==> src/rtl/bram_fifo_pkg.sv <==
// Shared widths and read-FSM encodings for the byte-in / word-out block-RAM FIFO controller.
package bram_fifo_pkg;
  localparam int BYTE_W       = 8;
  localparam int WORD_W       = 16;
  localparam int ADDR_A_W_DEF = 11;

  typedef enum logic [1:0] {
    ST_EMPTY = 2'd0,
    ST_FETCH = 2'd1,
    ST_VALID = 2'd2
  } rd_state_t;
endpackage

==> src/rtl/bram_fifo_parity.sv <==
// Single-byte parity generator; PARITY_ODD selects odd (1) or even (0) parity.
module bram_fifo_parity
  import bram_fifo_pkg::*;
#(
  parameter bit PARITY_ODD = 1'b0
) (
  input  logic [BYTE_W-1:0] i_data,
  output logic              o_par
);
  assign o_par = (^i_data) ^ PARITY_ODD;
endmodule

==> src/rtl/bram_b2w_fifo_ctrl.sv <==
// Byte-in / word-out FIFO controller for a 9x2048 / 18x1024 mixed-width block RAM.
// Parity generate/check on the RAM parity bits is built only with BRAM_PARITY_CHECK_EN defined.
module bram_b2w_fifo_ctrl
  import bram_fifo_pkg::*;
#(
  parameter int ADDR_A_W   = ADDR_A_W_DEF,
  parameter bit PARITY_ODD = 1'b0
) (
  input  logic                CLK,
  input  logic                RST,
  input  logic [BYTE_W-1:0]   S_DATA,
  input  logic                S_VALID,
  output logic                S_READY,
  output logic [WORD_W-1:0]   M_DATA,
  output logic                M_VALID,
  input  logic                M_READY,
  output logic [ADDR_A_W:0]   LEVEL,
  output logic [ADDR_A_W-1:0] RAM_ADDRA,
  output logic [BYTE_W-1:0]   RAM_DIA,
  output logic                RAM_DIPA,
  output logic                RAM_ENA,
  output logic                RAM_WEA,
  output logic                RAM_SSRA,
  output logic [ADDR_A_W-2:0] RAM_ADDRB,
  output logic                RAM_ENB,
  output logic                RAM_WEB,
  output logic                RAM_SSRB,
  input  logic [WORD_W-1:0]   RAM_DOB,
  input  logic [1:0]          RAM_DOPB,
  output logic                PAR_ERR
);
  localparam logic [ADDR_A_W:0] CAP = {1'b1, {ADDR_A_W{1'b0}}};

  logic [ADDR_A_W:0]   r_wptr;
  logic [ADDR_A_W-1:0] r_rptr;
  logic                r_run;
  logic [WORD_W-1:0]   r_mdata;
  rd_state_t           r_state;
  rd_state_t           w_state_nxt;
  logic [ADDR_A_W:0]   w_bytes;
  logic                w_accept;
  logic                w_pop;
  logic                w_enb;
  logic [ADDR_A_W-2:0] w_addrb;
  logic                w_word_avail;
  logic                w_two_words;

  // Occupancy includes the word sitting in M_DATA until it is popped.
  assign w_bytes      = r_wptr - {r_rptr, 1'b0};
  assign w_word_avail = (w_bytes >= (ADDR_A_W+1)'(2));
  assign w_two_words  = (w_bytes >= (ADDR_A_W+1)'(4));

  assign S_READY  = r_run && (w_bytes != CAP);
  assign w_accept = S_VALID && S_READY;
  assign LEVEL    = w_bytes;

  assign RAM_ENA   = w_accept;
  assign RAM_WEA   = w_accept;
  assign RAM_ADDRA = r_wptr[ADDR_A_W-1:0];
  assign RAM_DIA   = S_DATA;
  assign RAM_SSRA  = 1'b0;
  assign RAM_WEB   = 1'b0;
  assign RAM_SSRB  = 1'b0;
  assign RAM_ENB   = w_enb;
  assign RAM_ADDRB = w_addrb;
  assign M_DATA    = r_mdata;

  always_ff @(posedge CLK or posedge RST) begin
    if (RST) begin
      r_run  <= 1'b0;
      r_wptr <= '0;
      r_rptr <= '0;
    end else begin
      r_run <= 1'b1;
      if (w_accept) r_wptr <= r_wptr + (ADDR_A_W+1)'(1);
      if (w_pop)    r_rptr <= r_rptr + ADDR_A_W'(1);
    end
  end

  always_ff @(posedge CLK or posedge RST) begin
    if (RST) r_state <= ST_EMPTY;
    else     r_state <= w_state_nxt;
  end

  always_comb begin
    w_state_nxt = r_state;
    case (r_state)
      ST_EMPTY: if (w_word_avail) w_state_nxt = ST_FETCH;
      ST_FETCH: w_state_nxt = ST_VALID;
      ST_VALID: if (M_READY) w_state_nxt = w_two_words ? ST_FETCH : ST_EMPTY;
      default:  w_state_nxt = ST_EMPTY;
    endcase
  end

  // A pop re-issues the read at the following word in the same cycle.
  always_comb begin
    M_VALID = (r_state == ST_VALID);
    w_pop   = (r_state == ST_VALID) && M_READY;
    w_enb   = ((r_state == ST_EMPTY) && w_word_avail) || (w_pop && w_two_words);
    w_addrb = w_pop ? (r_rptr[ADDR_A_W-2:0] + (ADDR_A_W-1)'(1)) : r_rptr[ADDR_A_W-2:0];
  end

  always_ff @(posedge CLK or posedge RST) begin
    if (RST)                      r_mdata <= '0;
    else if (r_state == ST_FETCH) r_mdata <= RAM_DOB;
  end

`ifdef BRAM_PARITY_CHECK_EN
  logic w_par_a;
  logic w_par_lo;
  logic w_par_hi;
  logic r_par_err;

  bram_fifo_parity #(.PARITY_ODD(PARITY_ODD)) u_par_gen (.i_data(S_DATA),       .o_par(w_par_a));
  bram_fifo_parity #(.PARITY_ODD(PARITY_ODD)) u_par_lo  (.i_data(RAM_DOB[7:0]),  .o_par(w_par_lo));
  bram_fifo_parity #(.PARITY_ODD(PARITY_ODD)) u_par_hi  (.i_data(RAM_DOB[15:8]), .o_par(w_par_hi));

  // Registered so the pulse lines up with M_VALID rising.
  always_ff @(posedge CLK or posedge RST) begin
    if (RST) r_par_err <= 1'b0;
    else     r_par_err <= (r_state == ST_FETCH) &&
                          ((w_par_lo != RAM_DOPB[0]) || (w_par_hi != RAM_DOPB[1]));
  end

  assign RAM_DIPA = w_par_a;
  assign PAR_ERR  = r_par_err;
`else
  logic w_unused_par;
  assign w_unused_par = (^RAM_DOPB) ^ PARITY_ODD;
  assign RAM_DIPA     = 1'b0;
  assign PAR_ERR      = 1'b0;
`endif
endmodule

==> config.mk <==
export PLATFORM = sky130hd
export DESIGN_NAME = bram_b2w_fifo_ctrl
export DESIGN_NICKNAME = d
export VERILOG_FILES = /design/src/rtl/bram_fifo_pkg.sv /design/src/rtl/bram_fifo_parity.sv /design/src/rtl/bram_b2w_fifo_ctrl.sv
export SDC_FILE = /design/constraint.sdc
export NUM_CORES = 1
export LEC_CHECK = 0
export CORE_UTILIZATION = 35
export CTS_BUF_LIST = sky130_fd_sc_hd__clkbuf_8 sky130_fd_sc_hd__clkbuf_16
export CTS_CLUSTER_DIAMETER = 200
export DETAILED_ROUTE_END_ITERATION = 16
export HOLD_SLACK_MARGIN = 0.05
export PLACE_DENSITY = 0.64
export SKIP_LAST_GASP = 1
export SLEW_MARGIN = 20
export SYNTH_ARGS = -nofsm -noshare
export SYNTH_HDL_FRONTEND = slang
export SYNTH_SLANG_ARGS = --single-unit
==> constraint.sdc <==
create_clock -name CLK -period 3.42 [get_ports CLK]
set_clock_uncertainty 0.1 [all_clocks]
set_input_delay 0.342 -clock CLK [delete_from_list [all_inputs] [get_ports CLK]]
set_output_delay 0.342 -clock CLK [all_outputs]
set_load 0.02 [all_outputs]
After elaboration in Yosys (flattened, before gate mapping) --
Cells that the tools add are included.
Operators by class: reduce and logical (&&, ||, !) cells 8, order comparisons 2, multiplexer cells 5, add/subtract/negate cells 4, eq/ne operators 5
Operators by type and width (number):
- $add 12x1->12 const B | 1
- $ge 12x2->1 const B | 1
- $ge 12x3->1 const B | 1
- $ne 12x12->1 const B | 1
- $sub 12x12->12 | 1
- $add 11x1->11 const B | 1
- $add 10x1->10 const B | 1
- $mux 10 | 1
- $pmux 2 s3 | 1
- $logic_and 1x1->1 | 5
- $mux 2 | 2
- $eq 2x1->1 const B | 1
- $eq 2x2->1 const B | 1
- $logic_not 2->1 | 1
- $ne 2x1->1 const B | 1
- $ne 2x2->1 const B | 1
- $reduce_and 2->1 | 1
- $logic_or 1x1->1 | 1
- $mux 1 | 1
Word-level totals: word-level logic and storage cells 29, output and inout port bits 67, register bits after elaboration 42

Depth between registers and ports, before layout --
Gate-level depths: netlist of run 1.
depth in word-level cells 5, gate-level depth with buffers 11, mapped depth without buffers 11

Worst setup path after synthesis of run 1 --
No wires, ideal clock.
kind register to output, from register r_wptr[1], to output port RAM_WEA, buffers on the path 1, stages on the path, launching flop included 11, slack 0.148 ns, data arrival time 2.830 ns, required time 2.978 ns, cell sequence dfrtp_1 > inv_1 > ha_1 > fa_1 > and2b_1 > o211a_1 > o311ai_1 > a21oi_1 > and4bb_4 > a31oi_4 > buf_4
Between the ends: cells in the longest elaborated chain, start to end 4
Ends and longest elaborated chain:
- start: declaration | RTL line bram_b2w_fifo_ctrl.sv:34 | logic [ADDR_A_W:0] r_wptr;
- start signal: assignment | RTL line bram_b2w_fifo_ctrl.sv:75 | if (w_accept) r_wptr <= r_wptr + (ADDR_A_W+1)'(1);
- $sub 12x12->12 | RTL line bram_b2w_fifo_ctrl.sv:49 | assign w_bytes = r_wptr - {r_rptr, 1'b0};
- net LEVEL[7] | RTL line bram_b2w_fifo_ctrl.sv:17 | output logic [ADDR_A_W:0] LEVEL,
- $ne 12x12->1 | RTL line bram_b2w_fifo_ctrl.sv:53 | assign S_READY = r_run && (w_bytes != CAP);
- $logic_and 1x1->1 | RTL line bram_b2w_fifo_ctrl.sv:53
- $logic_and 1x1->1 | RTL line bram_b2w_fifo_ctrl.sv:54 | assign w_accept = S_VALID && S_READY;
- end: declaration | RTL line bram_b2w_fifo_ctrl.sv:22 | output logic RAM_WEA,
The timed path passes the listed nets, and every way through them passes these cells.

Worst setup path in the final report of run 1 --
from register r_wptr[1], to output port RAM_ENB
Between the ends: cells in the longest elaborated chain, start to end 4, elaborated cells between the ends (all ways) 6, classes of those cells add/sub (1); order compare (2); reduce/logical (3)
Ends and longest elaborated chain:
- $sub 12x12->12 (*) | RTL line bram_b2w_fifo_ctrl.sv:49
- $ge 12x2->1 or $ge 12x3->1 (tied branches) | RTL line bram_b2w_fifo_ctrl.sv:50, bram_b2w_fifo_ctrl.sv:51
- $logic_and 1x1->1 | RTL line bram_b2w_fifo_ctrl.sv:99 | w_enb = ((r_state == ST_EMPTY) && w_word_avail) || (w_pop && w_two_words);
- $logic_or 1x1->1 (*) | RTL line bram_b2w_fifo_ctrl.sv:99
- end: declaration | RTL line bram_b2w_fifo_ctrl.sv:25 | output logic RAM_ENB,
Mark *: on every way between the ends. The rest lies on a longest branch, timed or not.

==> results of run 1 <==
[per-stage QoR]
step	power [W]	worst slack [ns]	instances	hold slack [ns]	setup TNS, ns
finish	0.00329	0.0263	441	0.376	0
global route	0.00353	-0.0805	441	0.388	-0.162
CTS	0.00331	-0.0186	439	0.381	-0.0186
detailed placement	0.00296	-0.254	429	0.375	-0.826
global placement	0.00293	-0.167	429	0.368	-0.469
floorplan	0.00199	0.148	252	0.341	0
[worst max-delay path by stage]
stage | start | endpoint | cells after the start
after detailed placement | r_wptr[1]$_DFFE_PP0P_ | RAM_ENB | 12
after CTS | r_rptr[0]$_DFFE_PP0P_ | RAM_ENB | 12
after global routing | r_wptr[1]$_DFFE_PP0P_ | RAM_ENB | 13
final | r_wptr[1]$_DFFE_PP0P_ | RAM_ENB | 13
after floorplan | r_wptr[1]$_DFFE_PP0P_ | RAM_WEA | 10
after global placement | r_wptr[1]$_DFFE_PP0P_ | RAM_ENB | 12
[registers in the layout, summed over array words and instances, names as in the netlist]
signal and cells:
M_DATA 16, r_rptr 11, r_run 1, r_state 2
r_wptr 12
[area by class of cell]
class | instances | area share
multi-input combinational | 161 | 0.351
timing repair buffer | 117 | 0.290
clock buffer | 5 | 0.0188
tap | 96 | 0.0328
sequential | 42 | 0.287
inverter | 18 | 0.0184
clock inverter | 2 | 0.00273
[power breakdown]
part	internal [W]	switching, W	total (W)
logic	0.00118	0.00106	0.00223
clock network	0.000137	0.000165	0.000302
registers	0.000659	0.0000971	0.000756
total	0.00197	0.00132	0.00329
[repair_timing]
| action | in CTS | in global routing |
|---|---|---|
| setup buffers | 3 | 2 |
| pin swaps | 5 | 5 |
| gates resized for setup | 26 | 7 |
| setup endpoints to repair | 5 | 4 |
[layer usage]
| metal | global-route usage | share of wire |
|---|---|---|
| met5 | 0 | 0 |
| met4 | 0.0522 | 0.0070 |
| met3 | 0.0613 | 0.081 |
| met2 | 0.266 | 0.47 |
| met1 | 0.199 | 0.44 |
[cells in the mapped netlist]
master	number	area, µm²
a221oi_1	1	8.76
xnor2_1	22	193
and3_1	4	25.0
nand3_1	5	25.0
and2_1	4	25.0
or3_1	1	6.26
a21oi_1	5	25.0
mux2_2	17	191
nand2_1	12	45.0
or3_4	1	11.3
dfrtp_1	42	1050
inv_1	18	67.6
nor2b_1	5	31.3
o311ai_1	1	8.76
o2111a_1	3	33.8
nor3b_1	1	7.51
a2111oi_4	1	27.5
a311oi_1	1	8.76
a31oi_4	1	21.3
o2111ai_1	1	8.76
nor2_1	11	41.3
and2b_1	1	7.51
or4_1	1	7.51
o21ai_0	5	25.0
o311ai_2	1	16.3
conb_1	2	7.51
or2_2	1	6.26
xor2_1	4	35.0
nor3_1	4	20.0
nand2b_1	6	37.5
nor4_1	1	6.26
buf_4	26	195
fa_1	1	20.0
nand4_1	9	56.3
a31oi_1	3	18.8
and4bb_4	1	16.3
ha_1	12	150
o21ai_1	2	10.0
o211a_1	1	10.0
clkbuf_1	5	18.8
o31ai_1	4	30.0
or2_4	1	8.76
[logic make-up after synthesis]
group	after synthesis
AOI/OAI and AO/OA	30
xor gates and xnor gates	26
adders and majority gates	13
buffers and inverters	49
DFF	42
muxes	17
other	2
and+or+nand+nor	69
==> metrics.md, run 1 <==
| Metric | Value |
|---|---|
| Synth warnings | 0 |
| Worst min path class | reg2reg |
| Die area | 7680 µm² |
| Final core utilization | 0.528 |
| DRC viols | 0 |
| Critical path fanouts, max | 3 |
| R2R Path Start | r_wptr[1]$_DFFE_PP0P_ |
| Die Ht | 87.6 µm |
| Post-DRT Antenna Nets | 0 |
| Reg2reg setup slack | 0.30 ns |
| First-pass GRT wire length | 9480 µm |
| Achievable Freq | 295 MHz |
| Rel. slew slack | 0.460 |
| Cell Area, Synth | 2570 µm² |
| Period utilization | 0.992 |
| Fillers | 642 |
| CP peak stage delay | 0.37 ns |
| Worst-Skew Late Latency | 0.29 ns |
| CTS root buf | clkbuf_8 |
| Post-CTS Hold Fix Bufs | 0 |
| Largest net degree at the start of global routing | 23 |
| Sink Count | 42 |
| CTS buffer count | 5 |
| N_diodes | 0 |
| Initial antenna violation count | 0 |
| Syn Inst Count | 248 |
| Finish-stage setup viols | 0 |
| Largest family of logic cells by synthesized area | simple AND/OR/NAND/NOR gates |
| Top-Level Pins | 97 |
| Wire per inst | 12.9 µm |
| Worst vdd rail ir drop | 0.424 mV |
| Distinct cell type count after synthesis | 42 |
| Minimum clock period | 3.39 ns |
| Max Cap Viol | 0 |
| Worst hold endpoint | r_state[0]$_DFFE_PP0P_ |
| Register bit total from synthesis | 42 |
| Most common cell after layout, fill and taps aside | clkdlybuf4s50_1 |
| Clk buf depth | 2 |
| TritonRoute pass-1 iters | 4 |
| Final hold vios | 0 |
| Multi-input gate area | 1290 µm² |
| Commonest cells after routing, fill and taps aside | clkdlybuf4s50_1 (68), buf_4 (45), dfrtp_1 (42) |
| XOR/XNOR share of the synthesized area | 0.0887 |
| Least-Margin Pin Slew | 0.809 ns |
| Grt ovf | 0 |
| Critical path's slowest cell | dfrtp_1 |
| Vias in the first global route | 2035 |
| Design Area, Final | 3660 µm² |
| CTS H-Tree Depth | 2 |
| Critical path endpoint category | output port |
| Routability Congestion | 0.719 |
| Initial Utilization | 0.370 |
| Setup Crit Path Kind | reg2out |
| Worst path top cell family by delay | compound AO/OA/AOI/OAI gates |
| # rows | 30 |
| Syn_area_per_cell | 10.3 µm² |
| Layout overhead on the synthesized area | 42.8% |
| Dpl cell area | 3510 µm² |
| RSZ-0062 raised after global routing | true |
| Fraction of layout instances using a drive strength above 1 | 0.246 |
| Power per Cell Area | 898 nW/µm² |
| Routed wire length | 5700 µm |
| Via-to-Cell Ratio | 4.62 |
| Adder-Cell Fraction of Synth Area | 0.0663 |
| Required time worst endpoint | 2.98 ns |
| Sequential Area | 1050 µm² |
| GRT Overall Usage | 0.162 |
| Synth Area in Compound Gates | 0.0985 |
| Reg2Reg Depth | 13 |
| Total core area | 6940 µm² |
| Clk pin slew, worst setup/hold paths | 0.08 ns |
| Dpl hpwl | 4520 µm |
| DRT iter0 DRCs | 68 |
| Die W | 87.6 µm |
| NumNets Final | 388 |
| CTS tree | done |
| Startpoint types | register |
| Most used cell, CP | buf_4 |
| Post-synthesis mux area share | 0.0746 |
| CP Buf/Inv Count | 3 |
| Critical-path cell list | inv_2 > ha_4 > fa_2 > and2b_1 > o2111a_1 > buf_4 > o21ai_4 > a2111oi_4 > and4bb_4 > nand2b_4 > a21oi_2 > nor2_1 > buf_4 |
| Leakage power | 1.62 nW |
| Number of I/O port buffers | 73 |
| WP data arrival | 2.95 ns |
| Simple-Gate Fraction of Synth Area | 0.150 |
| Status | finished clean |
| Seq/Total Area, Yosys | 0.410 |
| R2r endpoint | r_wptr[0]$_DFFE_PP0P_ |
| Worst hold stages | 1 |
| Detailed-route via count | 2038 |
| Pins Over Slew Limit | 0 |
| Hold Crit Start | r_state[0]$_DFFE_PP0P_ |
(Power assumes the default switching activity.)
==> inputs of run 2 (changes only) <==
CORE_UTILIZATION = 34   (was 35)
PLACE_DENSITY = 0.62   (was 0.64)
==> run 2 against run 1 <==
  * Global-route usage up 0.11 points
  * Worst setup slack better by 0.012 ns
  * Maximum frequency is 0.34% higher
  * Register-to-register slack better by 0.03 ns
==> metrics.md, run 2 (same netlist as run 1, synthesis figures left out) <==
| Metric | Value |
|---|---|
| WP data arrival | 2.94 ns |
| Largest net degree at the start of global routing | 43 |
| Most common cell after layout, fill and taps aside | clkdlybuf4s50_1 |
| # rows | 31 |
| Clk pin slew, worst setup/hold paths | 0.08 ns |
| CTS root buf | clkbuf_8 |
| Critical-path cell list | inv_2 > ha_4 > fa_2 > and2b_1 > o2111a_1 > or3_4 > a2111oi_4 > and4bb_4 > nand2b_1 > a21oi_2 > nor2_1 > buf_4 |
| Routed wire length | 5840 µm |
| Finish-stage setup viols | 0 |
| Via-to-Cell Ratio | 4.66 |
| TritonRoute pass-1 iters | 3 |
| Critical path fanouts, max | 2 |
| Top-Level Pins | 97 |
| Worst-Skew Late Latency | 0.30 ns |
| Initial antenna violation count | 0 |
| Required time worst endpoint | 2.98 ns |
| CP peak stage delay | 0.39 ns |
| Vias in the first global route | 2194 |
| First-pass GRT wire length | 9780 µm |
| Pins Over Slew Limit | 0 |
| Minimum clock period | 3.38 ns |
| Total power | 0.00336 W |
| Critical path's slowest cell | dfrtp_1 |
| NumNets Final | 387 |
| DRC viols | 0 |
| Setup Crit Path Kind | reg2out |
| Power per Cell Area | 914 nW/µm² |
| Rel. slew slack | 0.474 |
| Worst min path class | in2async |
| Max Cap Viol | 0 |
| N_diodes | 0 |
| GRT Overall Usage | 0.164 |
| Worst vdd rail ir drop | 0.429 mV |
| Number of I/O port buffers | 73 |
| Grt ovf | 0 |
| Dpl hpwl | 4500 µm |
| Commonest cells after routing, fill and taps aside | clkdlybuf4s50_1 (69), buf_4 (45), dfrtp_1 (42) |
| Critical path endpoint category | output port |
| Die Ht | 88.9 µm |
| Sink Count | 42 |
| Final hold vios | 0 |
| RSZ-0062 raised after global routing | true |
| Max FFs per register | 16 |
| Status | finished clean |
| Least-Margin Pin Slew | 0.789 ns |
| Clk buf depth | 2 |
| DRT iter0 DRCs | 77 |
| Min Hold Slack | 0.372 ns |
| Detailed-route via count | 2069 |
| Post-DRT Antenna Nets | 0 |
| Leakage power | 1.62 nW |
| Startpoint types | register |
| Die W | 88.9 µm |
| Layout overhead on the synthesized area | 43.1% |
| Wire per inst | 13.2 µm |
| Die area | 7900 µm² |
| Fraction of layout instances using a drive strength above 1 | 0.243 |
| CTS H-Tree Depth | 2 |
| Routability Congestion | 0.793 |
| Period utilization | 0.989 |
| CTS buffer count | 5 |
| Total core area | 7290 µm² |
| Initial Utilization | 0.352 |
| CTS tree | done |
| Achievable Freq | 296 MHz |
| Post-CTS Hold Fix Bufs | 0 |
## run 2: where the power goes
part	total [W]	internal (W)	switching (W)
combinational	0.00227	0.00118	0.00109
clock	0.000332	0.000160	0.000172
sequential	0.000758	0.000659	0.0000987
## run 2: path summary, 6_finish.rpt
| path | slack [ns] | to | startpoint | depth (start not counted) |
|---|---|---|---|---|
| worst max-delay path | 0.04 | RAM_ENB | r_wptr[1]$_DFFE_PP0P_ | 12 |
| worst min-delay path | 0.37 | M_DATA[2]$_DFFE_PP0N_ | RST | 3 |
| worst max register to register | 0.33 | r_wptr[0]$_DFFE_PP0P_ | r_wptr[1]$_DFFE_PP0P_ | 12 |
| worst min register to register | 0.37 | r_state[0]$_DFFE_PP0P_ | r_state[0]$_DFFE_PP0P_ | 1 |
| max in group asynchronous | 2.47 | M_DATA[6]$_DFFE_PP0N_ | RST | 3 |
| min in group CLK | 0.37 | r_state[0]$_DFFE_PP0P_ | r_state[0]$_DFFE_PP0P_ | 1 |
## run 2: layout make-up
type | count | area (µm²)
fillers | 694 | 3620
multi-input cells | 161 | 1290
inverters | 18 | 67.6
well taps | 99 | 124
flip-flops and latches | 42 | 1050
repair buffers | 116 | 1050
clock inverters | 2 | 8.76
clock buffers | 6 | 82.6
## run 2: layer usage
layer	global-route usage	part of all wire
met1	0.196	0.43
met4	0.0645	0.016
met3	0.0457	0.071
met2	0.278	0.48
met5	0	0
## run 2: metrics by stage
stage          cells  setup WS, ns  cell area (µm²)  utilization  setup TNS [ns]
2_1_floorplan    252         0.148             2580            -               0
3_5_place_dp     432        -0.230             3510        0.482          -0.714
6_report         444        0.0379             3670        0.503               0
4_1_cts          442        0.0299             3630        0.497               0
5_1_grt          444        -0.110             3670        0.503          -0.208
3_3_place_gp     432        -0.151             3510        0.482          -0.391
## run 2: repair_timing
action,in CTS,in global routing
pin swaps,5,0
setup endpoints to repair,4,5
setup buffers,2,2
gates resized for setup,24,7
## run 2: critical path, delay by kind of cell, from the launching register on
kind,cells,cell delay [ns]
and+or+nand+nor,5,0.99
adders and majority gates,2,0.32
DFF,1,0.39
buffers and inverters,2,0.23
AOI/OAI and AO/OA,3,0.70
==> inputs of run 3 (changes only) <==
SETUP_SLACK_MARGIN = 0.02   (was not set)
==> run 3 against run 2 <==
  * Via count is essentially flat
  * Count of clock-buffer cells in the layout is the same
  * Wire length is the same
  * Hold slack is essentially flat
  * Critical path type unchanged
  * Core utilization is essentially flat
  * Sequential power is essentially flat
==> metrics.md, run 3 (same netlist as run 1, synthesis figures left out) <==
| Metric | Value |
|---|---|
| Status | finished clean |
| Required time worst endpoint | 2.98 ns |
| RSZ-0062 raised after global routing | true |
| Worst path top cell family by delay | simple AND/OR/NAND/NOR gates |
| Max FFs per register | 16 |
| Wire per inst | 13.2 µm |
| Via-to-Cell Ratio | 4.66 |
| WP data arrival | 2.94 ns |
| Minimum clock period | 3.38 ns |
| Max Cap Viol | 0 |
| Final Instance Count excl. Fillers | 444 |
| Startpoint types | register |
| GRT Overall Usage | 0.164 |
| Switch share | 0.405 |
| Sink Count | 42 |
| Detailed-route via count | 2070 |
| N_diodes | 0 |
| Placed Cells | 432 |
| Leakage power | 1.62 nW |
| Pint | 0.00200 W |
| R2r endpoint | r_wptr[0]$_DFFE_PP0P_ |
| DRT iter0 DRCs | 73 |
| Dpl hpwl | 4500 µm |
| Top-Level Pins | 97 |
| TritonRoute pass-1 iters | 3 |
| Layout overhead on the synthesized area | 43.1% |
| Initial Utilization | 0.352 |
| Initial antenna violation count | 0 |
| CTS H-Tree Depth | 2 |
| Reg2Reg Depth | 12 |
| NumNets Final | 387 |
| CP peak stage delay | 0.39 ns |
| R2R Path Start | r_wptr[1]$_DFFE_PP0P_ |
| Routability Congestion | 0.793 |
| Clk pin slew, worst setup/hold paths | 0.08 ns |
| Setup Crit Path Kind | reg2out |
| Fraction of layout instances using a drive strength above 1 | 0.243 |
| Commonest cells after routing, fill and taps aside | clkdlybuf4s50_1 (68), buf_4 (45), dfrtp_1 (42) |
| CTS root buf | clkbuf_8 |
| Critical path's slowest cell | dfrtp_1 |
| Vias in the first global route | 2194 |
| Die area | 7900 µm² |
| CP Buf/Inv Count | 2 |
| Total power | 0.00336 W |
| First-pass GRT wire length | 9780 µm |
| Sw power | 0.00136 W |
| Number of I/O port buffers | 73 |
| Die Ht | 88.9 µm |
| Clk buf depth | 2 |
| Grt ovf | 0 |
| Routed wire length | 5840 µm |
| Period utilization | 0.989 |
| Worst min path class | in2async |
| Worst vdd rail ir drop | 0.429 mV |
| Reg2reg setup slack | 0.33 ns |
| Largest net degree at the start of global routing | 43 |
| Critical-path cell list | inv_2 > ha_4 > fa_2 > and2b_1 > o2111a_1 > or3_4 > a2111oi_4 > and4bb_4 > nand2b_1 > a21oi_2 > nor2_1 > buf_4 |
| Achievable Freq | 296 MHz |
| Share of power burned in registers | 0.226 |
| CTS tree | done |
| CTS buffer count | 5 |
| Post-DRT Antenna Nets | 0 |
| Die W | 88.9 µm |
| Worst-Skew Late Latency | 0.30 ns |
| Sequential Area | 1050 µm² |
| Pins Over Slew Limit | 0 |
| Critical path endpoint category | output port |
| Clock power frac | 0.099 |
| Power per Cell Area | 914 nW/µm² |
| Most common cell after layout, fill and taps aside | clkdlybuf4s50_1 |
| # rows | 31 |
| Final hold vios | 0 |
| Finish-stage setup viols | 0 |
| DRC viols | 0 |
| Rel. slew slack | 0.474 |
| Startpoint of the worst setup timing path | r_wptr[1]$_DFFE_PP0P_ |
| Multi-input gate area | 1290 µm² |
| Least-Margin Pin Slew | 0.789 ns |
| Critical path fanouts, max | 2 |
| Fillers | 694 |
| Total core area | 7290 µm² |
| Combinational share of power | 0.675 |
## run 3: cell types whose count changed in the layout (fill, tap and decap cells not counted)
cell,delta
clkdlybuf4s50_1,-1
dlymetal6s2s_1,+1
## run 3: cell type report
class                   count  share of cell area
well taps                  99              0.0337
clock buffers               6              0.0225
clock inverters             2             0.00238
repair buffers            116               0.287
inverters                  18              0.0184
multi-input cells         161               0.350
flip-flops and latches     42               0.286
## run 3: worst max path at each step
stage / end / slack (ns) / cells past startpoint
floorplan: RAM_WEA / 0.15 / 10
global placement: RAM_ENB / -0.15 / 12
detailed placement: RAM_ENB / -0.23 / 12
CTS: RAM_ENB / 0.03 / 12
global route: RAM_ENB / -0.11 / 12
finish: RAM_ENB / 0.04 / 12
## run 3: metrics by stage
step / util / cell area (µm²) / worst slack, ns / hold slack (ns) / TNS, ns
after global placement: 0.482 / 3510 / -0.151 / 0.368 / -0.391
after floorplan: - / 2580 / 0.148 / 0.341 / 0
final: 0.504 / 3670 / 0.0375 / 0.371 / 0
after global routing: 0.504 / 3670 / -0.110 / 0.404 / -0.199
after CTS: 0.497 / 3630 / 0.0299 / 0.372 / 0
after detailed placement: 0.482 / 3510 / -0.230 / 0.365 / -0.714
## run 3: metal layers
| layer | GRT usage | share of wire | vias to the layer above |
|---|---|---|---|
| li1 | - | - | 1021 |
| met1 | 0.196 | 0.43 | 972 |
| met2 | 0.278 | 0.48 | 66 |
| met3 | 0.0457 | 0.072 | 11 |
| met4 | 0.0645 | 0.016 | 0 |
| met5 | 0 | 0 | - |
## run 3: timing repair
item,CTS,global route
setup endpoints to repair,4,5
hold buffers,0,0
gates resized for setup,24,8
setup buffers,2,2
pin swaps,5,0
## run 3: power by group through the flow
stage	clock network, W	registers (W)	logic [W]
3_3_place_gp	0	0.000754	0.00219
3_5_place_dp	0	0.000761	0.00222
4_1_cts	0.000348	0.000760	0.00225
5_1_grt	0.000361	0.000785	0.00245
2_1_floorplan	0	0.000903	0.00109
6_report	0.000332	0.000758	0.00227
## run 3: worst register-to-register path, stage by stage, from the launching register on
cell	delay [ns]
dfrtp_1	0.39
inv_2	0.08
ha_4	0.13
fa_2	0.19
and2b_1	0.19
o2111a_1	0.25
or3_4	0.38
a2111oi_4	0.30
and4bb_4	0.29
buf_4	0.12
a31oi_4	0.10
buf_4	0.19
mux2_2	0.26
